===== src/rtl/led_pwm_fader.sv =====
// LED PWM fader: gates an LED data pattern with a PWM whose brightness
// ramps up and down ("breathes") one step per CE tick. Duty cycle and data
// are shadowed at PWM period boundaries so the outputs never glitch
// mid-period.
module led_pwm_fader #(
   parameter int WIDTH    = 8,  // LED data bits
   parameter int PWM_BITS = 8,  // PWM phase / brightness resolution
   parameter int STEP     = 1   // brightness step per CE tick, 1..2^PWM_BITS-1
) (
   input  logic                CLK,
   input  logic                RESET,
   input  logic [WIDTH-1:0]    I,
   input  logic                CE,
   output logic [WIDTH-1:0]    O,
   output logic [PWM_BITS-1:0] LEVEL,
   output logic                PERIOD
);

   // Ramp direction encoding.
   localparam logic [0:0] ST_RISE = 1'b0;
   localparam logic [0:0] ST_FALL = 1'b1;

   localparam logic [PWM_BITS-1:0] MAX    = '1;
   localparam logic [PWM_BITS-1:0] ONE    = PWM_BITS'(1);
   localparam logic [PWM_BITS-1:0] STEP_V = PWM_BITS'(STEP);
   // At or above this level one more rising step would pass MAX.
   localparam logic [PWM_BITS-1:0] RISE_LIMIT = MAX - STEP_V;

   // Free-running PWM phase counter.
   logic [PWM_BITS-1:0] phase_q, phase_d;
   // Brightness ramp.
   logic [PWM_BITS-1:0] level_q, level_d;
   logic [0:0]          state_q, state_d;
   // Period-boundary shadow registers.
   logic [PWM_BITS-1:0] duty_q, duty_d;
   logic [WIDTH-1:0]    data_q, data_d;
   // Registered LED outputs.
   logic [WIDTH-1:0]    o_q, o_d;

   logic boundary;

   // Last phase of the PWM period; shadow registers load on this edge.
   assign boundary = (phase_q == MAX);

   // Phase counter advances every cycle and wraps naturally at MAX.
   always_comb begin
      phase_d = phase_q + ONE;
   end

   // Ramp next-state: saturating step up in RISE, down in FALL, CE-gated.
   always_comb begin
      // NOTE: defaults first so every path assigns the outputs; otherwise
      // the hold case would infer a latch.
      level_d = level_q;
      state_d = state_q;
      if (CE) begin
         if (state_q == ST_RISE) begin
            if (level_q >= RISE_LIMIT) begin
               level_d = MAX;
               state_d = ST_FALL;
            end else begin
               level_d = level_q + STEP_V;
            end
         end else begin
            if (level_q <= STEP_V) begin
               level_d = '0;
               state_d = ST_RISE;
            end else begin
               level_d = level_q - STEP_V;
            end
         end
      end
   end

   // Shadow load: capture the pre-update level and the data at the boundary.
   always_comb begin
      duty_d = duty_q;
      data_d = data_q;
      if (boundary) begin
         duty_d = level_q;
         data_d = I;
      end
   end

   // PWM compare: data bits are on while phase is below the shadowed duty.
   always_comb begin
      o_d = (phase_q < duty_q) ? data_q : '0;
   end

   // All state registers, cleared by the synchronous reset.
   always_ff @(posedge CLK) begin
      // NOTE: non-blocking assignments so every register samples the values
      // from before this edge (duty_q sees the old level on a CE boundary).
      if (RESET) begin
         phase_q <= '0;
         level_q <= '0;
         state_q <= ST_RISE;
         duty_q  <= '0;
         data_q  <= '0;
         o_q     <= '0;
      end else begin
         phase_q <= phase_d;
         level_q <= level_d;
         state_q <= state_d;
         duty_q  <= duty_d;
         data_q  <= data_d;
         o_q     <= o_d;
      end
   end

   assign O      = o_q;
   assign LEVEL  = level_q;
   assign PERIOD = boundary;

endmodule


===== config.mk =====
export PLATFORM = sky130hd
export DESIGN_NAME = led_pwm_fader
export DESIGN_NICKNAME = d
export VERILOG_FILES = /design/src/rtl/led_pwm_fader.sv
export SDC_FILE = /design/constraint.sdc
export NUM_CORES = 1
export LEC_CHECK = 0
export ABC_AREA = 1
export CAP_MARGIN = 20
export CORE_MARGIN = 1.5
export CORE_UTILIZATION = 30
export CTS_CLUSTER_DIAMETER = 50
export CTS_CLUSTER_SIZE = 30
export DETAILED_ROUTE_END_ITERATION = 16
export GPL_ROUTABILITY_DRIVEN = 1
export SYNTH_ARGS = -nofsm -noshare
export SYNTH_HDL_FRONTEND = slang
export SYNTH_SLANG_ARGS = --single-unit
export TNS_END_PERCENT = 1

===== constraint.sdc =====
create_clock -name CLK -period 2.75 [get_ports CLK]
set_clock_uncertainty 0.1 [all_clocks]
set_input_delay 0.55 -clock CLK [delete_from_list [all_inputs] [get_ports CLK]]
set_output_delay 0.55 -clock CLK [all_outputs]
set_load 0.005 [all_outputs]

==> impl_metrics.toml, run 1 <==
[synthesis]
ys_types = 24
syn_avg_cell_area_um2 = 7.15
syn-num-nets = 314
synth_compound_area_share_pct = 17.1
synthAdderAreaFrac_pct = 7.22
synth_warnings = 0
ys_ff_latch = 41
synthCells = 291
yosysSeqAreaShare_pct = 39.4
syn_area_um2 = 2080
synthXorXnorAreaFrac_pct = 0
synthMuxAreaShare_pct = 0
synth_top_family_by_area = "simple AND/OR/NAND/NOR gates"
synth-simple-area-share_pct = 25.2

[timing]
setup_viol = 0
tightestPinTransition_ns = 0.544
hold_viol_final = 0
fin_crit_sh_pct = 90.1
fmax_mhz = 403
period_needed_ns = 2.48
slew_headroom_pct = 63.7
setup_tns_ns = 0
slew_viol_final = 0
rsz0062_at_grt = "false"

[cts]
cts_tree = "done"
cts_buffers = 5
path_clk_slew_ns = 0.08
cts_setup_buffers = 0
cts_hold_repair.buffers = 0
ctsResizeCount = 0
cts_root_buf = "clkbuf_8"
clock_path_buffers = 2
clock-sinks = 41
insertion_delay_ns = 0.31
cts.htree.levels = 2

[drt]
wirelength_um = 4610
via_per_inst = 4.64
drt_iter0_drc = 78
routedWlPerCell_um = 11.6
drc = 0
firstDrtPassIters = 4
vias = 1853
ant_nets = 0

[final_layout]
final_layout_size_suffix_gt1_share_pct = 7.84
nets = 341
syn2layout_area_growth_pct = 22.0
final_area_um2 = 2540
diodes = 0

[die]
ios = 28
fp.dieArea_um2 = 7440
die_h_um = 86.3
core_area_um2 = 6760
rows = 30
die_x_um = 86.3
start_util_pct = 30.8

[hold_path]
whs_path_depth = 2
hold_class = "reg2reg"

[global_route]
grt_pass1_vias = 1741
grt_pass1_wl_um = 8080
antenna_found_initial = 0
grt_max_degree = 33
globalRouteOverflowTotal = 0
grt_usage_pct = 13.9

[status]
outcome = "completed"

[job]
cap_violations = 0

[critical_path]
crit_path_start_kind = "flip-flop"
crit_fanout = 4
worstPathRequired_ns = 2.10
path_class = "reg2out"
arrival_ns = 1.83
worst_r2r_path_depth = 8
crit_path_end_kind = "output port"

[pwr]
power_mw = 1.34
p_leak_nw = 1.05
p_per_area_nw_per_um2 = 529
peakVddDrop_mv = 0.214

[place]
place_congestion = 0.876
dp_hpwl_um = 3360
place_area_um2 = 2400
io_buffers = 27
[routing by layer]
layer  wire, um  share of wire [%]  track usage, %
met1       2270                 49            17.4
met2       2090                 45            22.6
met3        163                3.5            3.81
met4         90                2.0            5.43
met5          0                  0               0
[registers in the layout (all words and copies together) (netlist names)]
signal / flops
O: 8
LEVEL: 8
data_q: 8
phase_q: 8
duty_q: 8
state_q: 1
[cell type report]
type | count | area [um2]
multi-input cells | 198 | 1030
clock buffers | 5 | 68.8
fillers | 735 | 4220
repair buffers | 30 | 293
flip-flops and latches | 41 | 821
well taps | 80 | 100
inverters | 42 | 158
clock inverters | 3 | 68.8
[metrics by stage]
| stage | utilization (%) | std cells | setup slack (ns) | hold WS, ns |
|---|---|---|---|---|
| after global routing | 37.6 | 399 | 0.108 | 0.366 |
| after global placement | 35.5 | 391 | 0.626 | 0.325 |
| final | 37.6 | 399 | 0.271 | 0.337 |
| after detailed placement | 35.5 | 391 | 0.589 | 0.324 |
| after floorplan | - | 291 | 0.996 | 0.316 |
| after CTS | 37.6 | 399 | 0.254 | 0.338 |
[worst paths after layout]
path	from	to	slack (ns)
worst min-delay path	data_q[6]	O[6]	0.34
worst min register to register	data_q[6]	O[6]	0.34
worst max register to register	LEVEL[0]	LEVEL[1]	0.99
worst max-delay path	phase_q[0]	PERIOD	0.27
[critical path: stages (launching register included)]
cell	delay [ns]
dfxtp_1	0.39
ha_1	0.18
nand2_1	0.08
inv_2	0.08
nand3b_4	0.10
nor2_4	0.11
nand2_4	0.05
inv_1	0.05
clkdlybuf4s50_1	0.49
[power breakdown]
group          switching (mW)  internal [mW]  total [mW]  leakage [nW]
combinational          0.0717         0.0542       0.126         0.649
sequential             0.0142          0.602       0.616         0.332
clock                   0.235          0.366       0.601        0.0687
total                   0.321           1.02        1.34          1.05
[kinds of logic after synthesis]
family	count (synthesis)
adder cells (fa/ha/maj)	12
AND/OR/NAND/NOR	116
flip-flops	41
AO/OA/AOI/OAI	70
buffers and inverters	52
[layout by cell type, fill, tap and decap left out, types with 10 or more instances in the layout]
cell type	n
nand2_1	48
a21oi_1	37
clkdlybuf4s50_1	27
nor2_1	36
o21ai_0	21
dfxtp_1	41
nand3_1	19
o21ai_1	10
ha_1	12
inv_1	37
[cells in the mapped netlist]
cell type / number / share of area (%)
nand4_1: 2 / 0.60
inv_1: 37 / 6.7
o21ai_0: 21 / 5.1
nand3_1: 19 / 4.6
nor3_1: 1 / 0.24
buf_6: 3 / 1.6
or2_0: 1 / 0.30
nand2_1: 48 / 8.7
o21a_1: 2 / 0.72
nand2_4: 3 / 1.6
dfxtp_1: 41 / 39
buf_2: 1 / 0.24
nand3b_4: 1 / 0.96
nor2_1: 36 / 6.5
buf_4: 3 / 1.1
nand2_2: 1 / 0.30
buf_1: 1 / 0.18
ha_1: 12 / 7.2
a21oi_1: 37 / 8.9
nor2_4: 1 / 0.54
nor2_2: 3 / 0.90
inv_2: 5 / 0.90
clkbuf_1: 2 / 0.36
o21ai_1: 10 / 2.4
(Power assumes the default switching activity.)
==> inputs of run 2 (changes only) <==
- CORE_MARGIN: 1.5 -> unset
- CTS_CLUSTER_DIAMETER: 50 -> 30
==> impl_metrics.toml, run 2 (same netlist as run 1, synthesis figures left out) <==
[final_layout]
final_layout_size_suffix_gt1_share_pct = 7.84
fillers = 684
diodes = 0
syn2layout_area_growth_pct = 21.0
nets = 341
multi_input_area_um2 = 1030
final_area_um2 = 2520
regArea_um2 = 821
final_cell_mix = "nand2_1, dfxtp_1, inv_1, a21oi_1, nor2_1"
final_common_cell = "nand2_1"

[cts]
cts.htree.levels = 2
cts_buffers = 5
cts_hold_repair.buffers = 0
insertion_delay_ns = 0.30
clock-sinks = 41
ctsResizeCount = 0
cts_setup_buffers = 0
clock_path_buffers = 2
cts_tree = "done"
cts_root_buf = "clkbuf_8"
path_clk_slew_ns = 0.08

[die]
core_area_um2 = 6530
die_x_um = 85.3
fp.dieArea_um2 = 7270
ios = 28
start_util_pct = 31.9
rows = 29
die_h_um = 85.3

[timing]
setup_viol = 0
rsz0062_at_grt = "false"
hold_viol_final = 0
tightestPinTransition_ns = 0.541
fmax_mhz = 407
fin_crit_sh_pct = 89.3
slew_headroom_pct = 63.9
setup_tns_ns = 0
period_needed_ns = 2.46
slew_viol_final = 0

[critical_path]
r2r_slack_ns = 0.94
arrival_ns = 1.81
crit_chain = "ha_1 > nand2_1 > inv_2 > nand3b_4 > nor2_4 > nand2_4 > inv_1 > clkdlybuf4s50_1"
worst_r2r_path_depth = 8
slowest_delay_ns = 0.49
r2r_start = "LEVEL[0]"
cp_top_family = "buffers and inverters"
crit_fanout = 4
cp.depth = 8
crit_path_start_kind = "flip-flop"
critPathBufInv = 3
cp-startpoint = "phase_q[0]"
path_class = "reg2out"
crit_end = "PERIOD"
slowest_stage = "clkdlybuf4s50_1"
timing.rr.end = "LEVEL[1]"
worstPathRequired_ns = 2.10
crit_path_end_kind = "output port"

[pwr]
intPower_mw = 0.951
p_leak_nw = 1.04
p_per_area_nw_per_um2 = 500
combPwrFrac_pct = 10.0
p_sw_mw = 0.309
p_seq_share_pct = 48.9
peakVddDrop_mv = 0.184
clkPwrFrac_pct = 41.1
swShare_pct = 24.5

[global_route]
grt_pass1_wl_um = 7910
antenna_found_initial = 0
grt_max_degree = 33
grt_usage_pct = 13.7
globalRouteOverflowTotal = 0
grt_pass1_vias = 1773

[drt]
routedWlPerCell_um = 11.2
via_per_inst = 4.68
firstDrtPassIters = 4
drt_iter0_drc = 59
vias = 1854
drc = 0
wirelength_um = 4430
ant_nets = 0

[place]
place_area_um2 = 2400
io_buffers = 27
place_congestion = 0.868
dp_hpwl_um = 3250

[job]
cap_violations = 0

[status]
outcome = "completed"

[hold_path]
hold_start = "data_q[2]"
hold_class = "reg2reg"
-- run 2: how the worst min path moves through the flow --
stage                     depth (start not counted)    to
after global placement                            2  O[7]
after global routing                              2  O[3]
after CTS                                         2  O[3]
after detailed placement                          2  O[3]
after floorplan                                   2  O[0]
final                                             2  O[2]
-- run 2: power by group through the flow --
stage | registers [mW] | logic (mW) | clock network (mW)
after CTS | 0.616 | 0.127 | 0.533
after floorplan | 0.626 | 0.0805 | 0
after global placement | 0.629 | 0.126 | 0
after global routing | 0.618 | 0.143 | 0.558
final | 0.616 | 0.126 | 0.518
after detailed placement | 0.629 | 0.126 | 0
-- run 2: worst reg2reg max path: stages (launching register included) --
cell and delay [ns]:
dfxtp_1 0.48, inv_1 0.15, ha_1 0.27, nor2_1 0.12, nor2_2 0.07, nand2_4 0.12
nand2_4 0.07, or2_0 0.21, a21oi_1 0.15
-- run 2: final cells by class --
cell class | instances | area share, %
tap | 77 | 3.83
multi-input combinational | 198 | 40.9
clock buffer | 6 | 3.28
clock inverter | 2 | 1.49
timing repair buffer | 30 | 11.6
inverter | 42 | 6.26
sequential | 41 | 32.6
-- run 2: metal layers --
layer / vias to the layer above / global-route usage, % / part of all wire [%]
met2: 32 / 22.4 / 46
met5: - / 0 / 0
met3: 12 / 3.02 / 3.3
met1: 816 / 17.3 / 49
met4: 0 / 6.06 / 2.0
li1: 994 / - / -
-- run 2: through the flow --
step / power (mW) / hold WS [ns] / utilization, % / worst slack [ns] / instances
after floorplan: 0.706 / 0.316 / - / 0.996 / 291
after global placement: 0.755 / 0.323 / 36.7 / 0.608 / 388
after detailed placement: 0.755 / 0.326 / 36.7 / 0.596 / 388
after CTS: 1.28 / 0.340 / 38.5 / 0.263 / 396
after global routing: 1.32 / 0.354 / 38.5 / 0.160 / 396
final: 1.26 / 0.338 / 38.5 / 0.294 / 396
==> inputs of run 3 (changes only) <==
- PLACE_DENSITY: unset -> 0.5
==> impl_metrics.toml, run 3 (same netlist as run 1, synthesis figures left out) <==
[timing]
hold_viol_final = 0
setup_viol = 0
holdWs_ns = 0.333
period_needed_ns = 2.45
slew_headroom_pct = 65.9
slew_viol_final = 0
rsz0062_at_grt = "false"
fin_crit_sh_pct = 89.2
tightestPinTransition_ns = 0.511
setup_tns_ns = 0
fmax_mhz = 408

[critical_path]
r2r_start = "LEVEL[0]"
crit_path_start_kind = "flip-flop"
cp-startpoint = "phase_q[0]"
worstPathRequired_ns = 2.10
path_class = "reg2out"
cp_top_family = "buffers and inverters"
arrival_ns = 1.80
slowest_stage = "clkdlybuf4s50_1"
crit_path_end_kind = "output port"
slowest_delay_ns = 0.49
crit_fanout = 4
crit_chain = "ha_1 > nand2_1 > inv_2 > nand3b_4 > nor2_4 > nand2_4 > inv_1 > clkdlybuf4s50_1"
critPathBufInv = 3

[drt]
dr_wl_met2_um = 2140
routedWlPerCell_um = 11.8
ant_nets = 0
route.met3.wl_um = 144
via_per_inst = 4.69
firstDrtPassIters = 4
met1_length_um = 2300
top_layer = "met4"
drc = 0
vias = 1856
wirelength_um = 4660
drt_iter0_drc = 78

[final_layout]
fillers = 693
final_cell_mix = "nand2_1, dfxtp_1, inv_1, a21oi_1, nor2_1"
final_common_cell = "nand2_1"
nets = 341
multi_input_area_um2 = 1030
final_layout_size_suffix_gt1_share_pct = 7.84
regArea_um2 = 821
syn2layout_area_growth_pct = 19.8
diodes = 0

[pwr]
p_per_area_nw_per_um2 = 468
peakVddDrop_mv = 0.160
p_leak_nw = 1.03
power_mw = 1.17

[place]
place_congestion = 0.831
io_buffers = 27
dp_hpwl_um = 3420

[global_route]
antenna_found_initial = 0
grt_max_degree = 33
grt_usage_pct = 13.8
grt_pass1_wl_um = 7950
globalRouteOverflowTotal = 0
grt_pass1_vias = 1748

[die]
rows = 29
ios = 28
fp.dieArea_um2 = 7270
die_h_um = 85.3
core_area_um2 = 6530
start_util_pct = 31.9
die_x_um = 85.3

[cts]
cts_setup_buffers = 0
ctsResizeCount = 0
cts_hold_repair.buffers = 0
insertion_delay_ns = 0.30
path_clk_slew_ns = 0.08
cts_tree = "done"
cts.htree.levels = 2
cts_buffers = 5
clock_path_buffers = 2
clock-sinks = 41
cts_root_buf = "clkbuf_8"

[hold_path]
hold_class = "reg2reg"
hold_start = "data_q[3]"

[job]
cap_violations = 0

[status]
outcome = "completed"
## run 3: cell types whose count changed in the layout (fill, tap and decap cells not counted), sizes merged
cell,delta
clkinv,+2
bufinv,-1
clkinvlp,-1
## run 3: layout make-up
type	count	area share [%]
Sequential cell	41	32.9
Multi-Input combinational cell	198	41.3
Timing Repair Buffer	30	11.7
Tap cell	77	3.86
Inverter	42	6.32
Clock inverter	2	0.552
Clock buffer	6	3.31
## run 3: report_power, final
part           switching [mW]  leakage (nW)  internal (mW)
registers              0.0138         0.332          0.601
clock network           0.220        0.0512          0.204
logic                  0.0731         0.649         0.0544
total                   0.307          1.03          0.859
## run 3: routing by layer
metal | vias to the layer above | GRT usage [%]
met5 | - | 0
met4 | 0 | 3.64
met3 | 11 | 3.79
met2 | 31 | 23.1
met1 | 824 | 17.5
li1 | 990 | -
## run 3: worst min-delay path: stages, from the launching register on
cell,delay (ns)
dfxtp_1,0.30
inv_1,0.06
nor2_1,0.04
## run 3: worst paths after layout
check                  end  slack [ns]  cells past startpoint
setup / recovery    PERIOD        0.30                      8
hold / removal        O[3]        0.33                      2
hold reg to reg       O[3]        0.33                      2
setup reg to reg  LEVEL[1]        1.01                      8
## run 3: per-stage QoR
step | std cells | setup WS [ns] | utilization [%] | cell area (um2)
floorplan | 291 | 0.996 | - | 2080
global placement | 388 | 0.620 | 36.7 | 2400
detailed placement | 388 | 0.609 | 36.7 | 2400
CTS | 396 | 0.278 | 38.2 | 2490
global route | 396 | 0.133 | 38.2 | 2490
finish | 396 | 0.297 | 38.2 | 2490
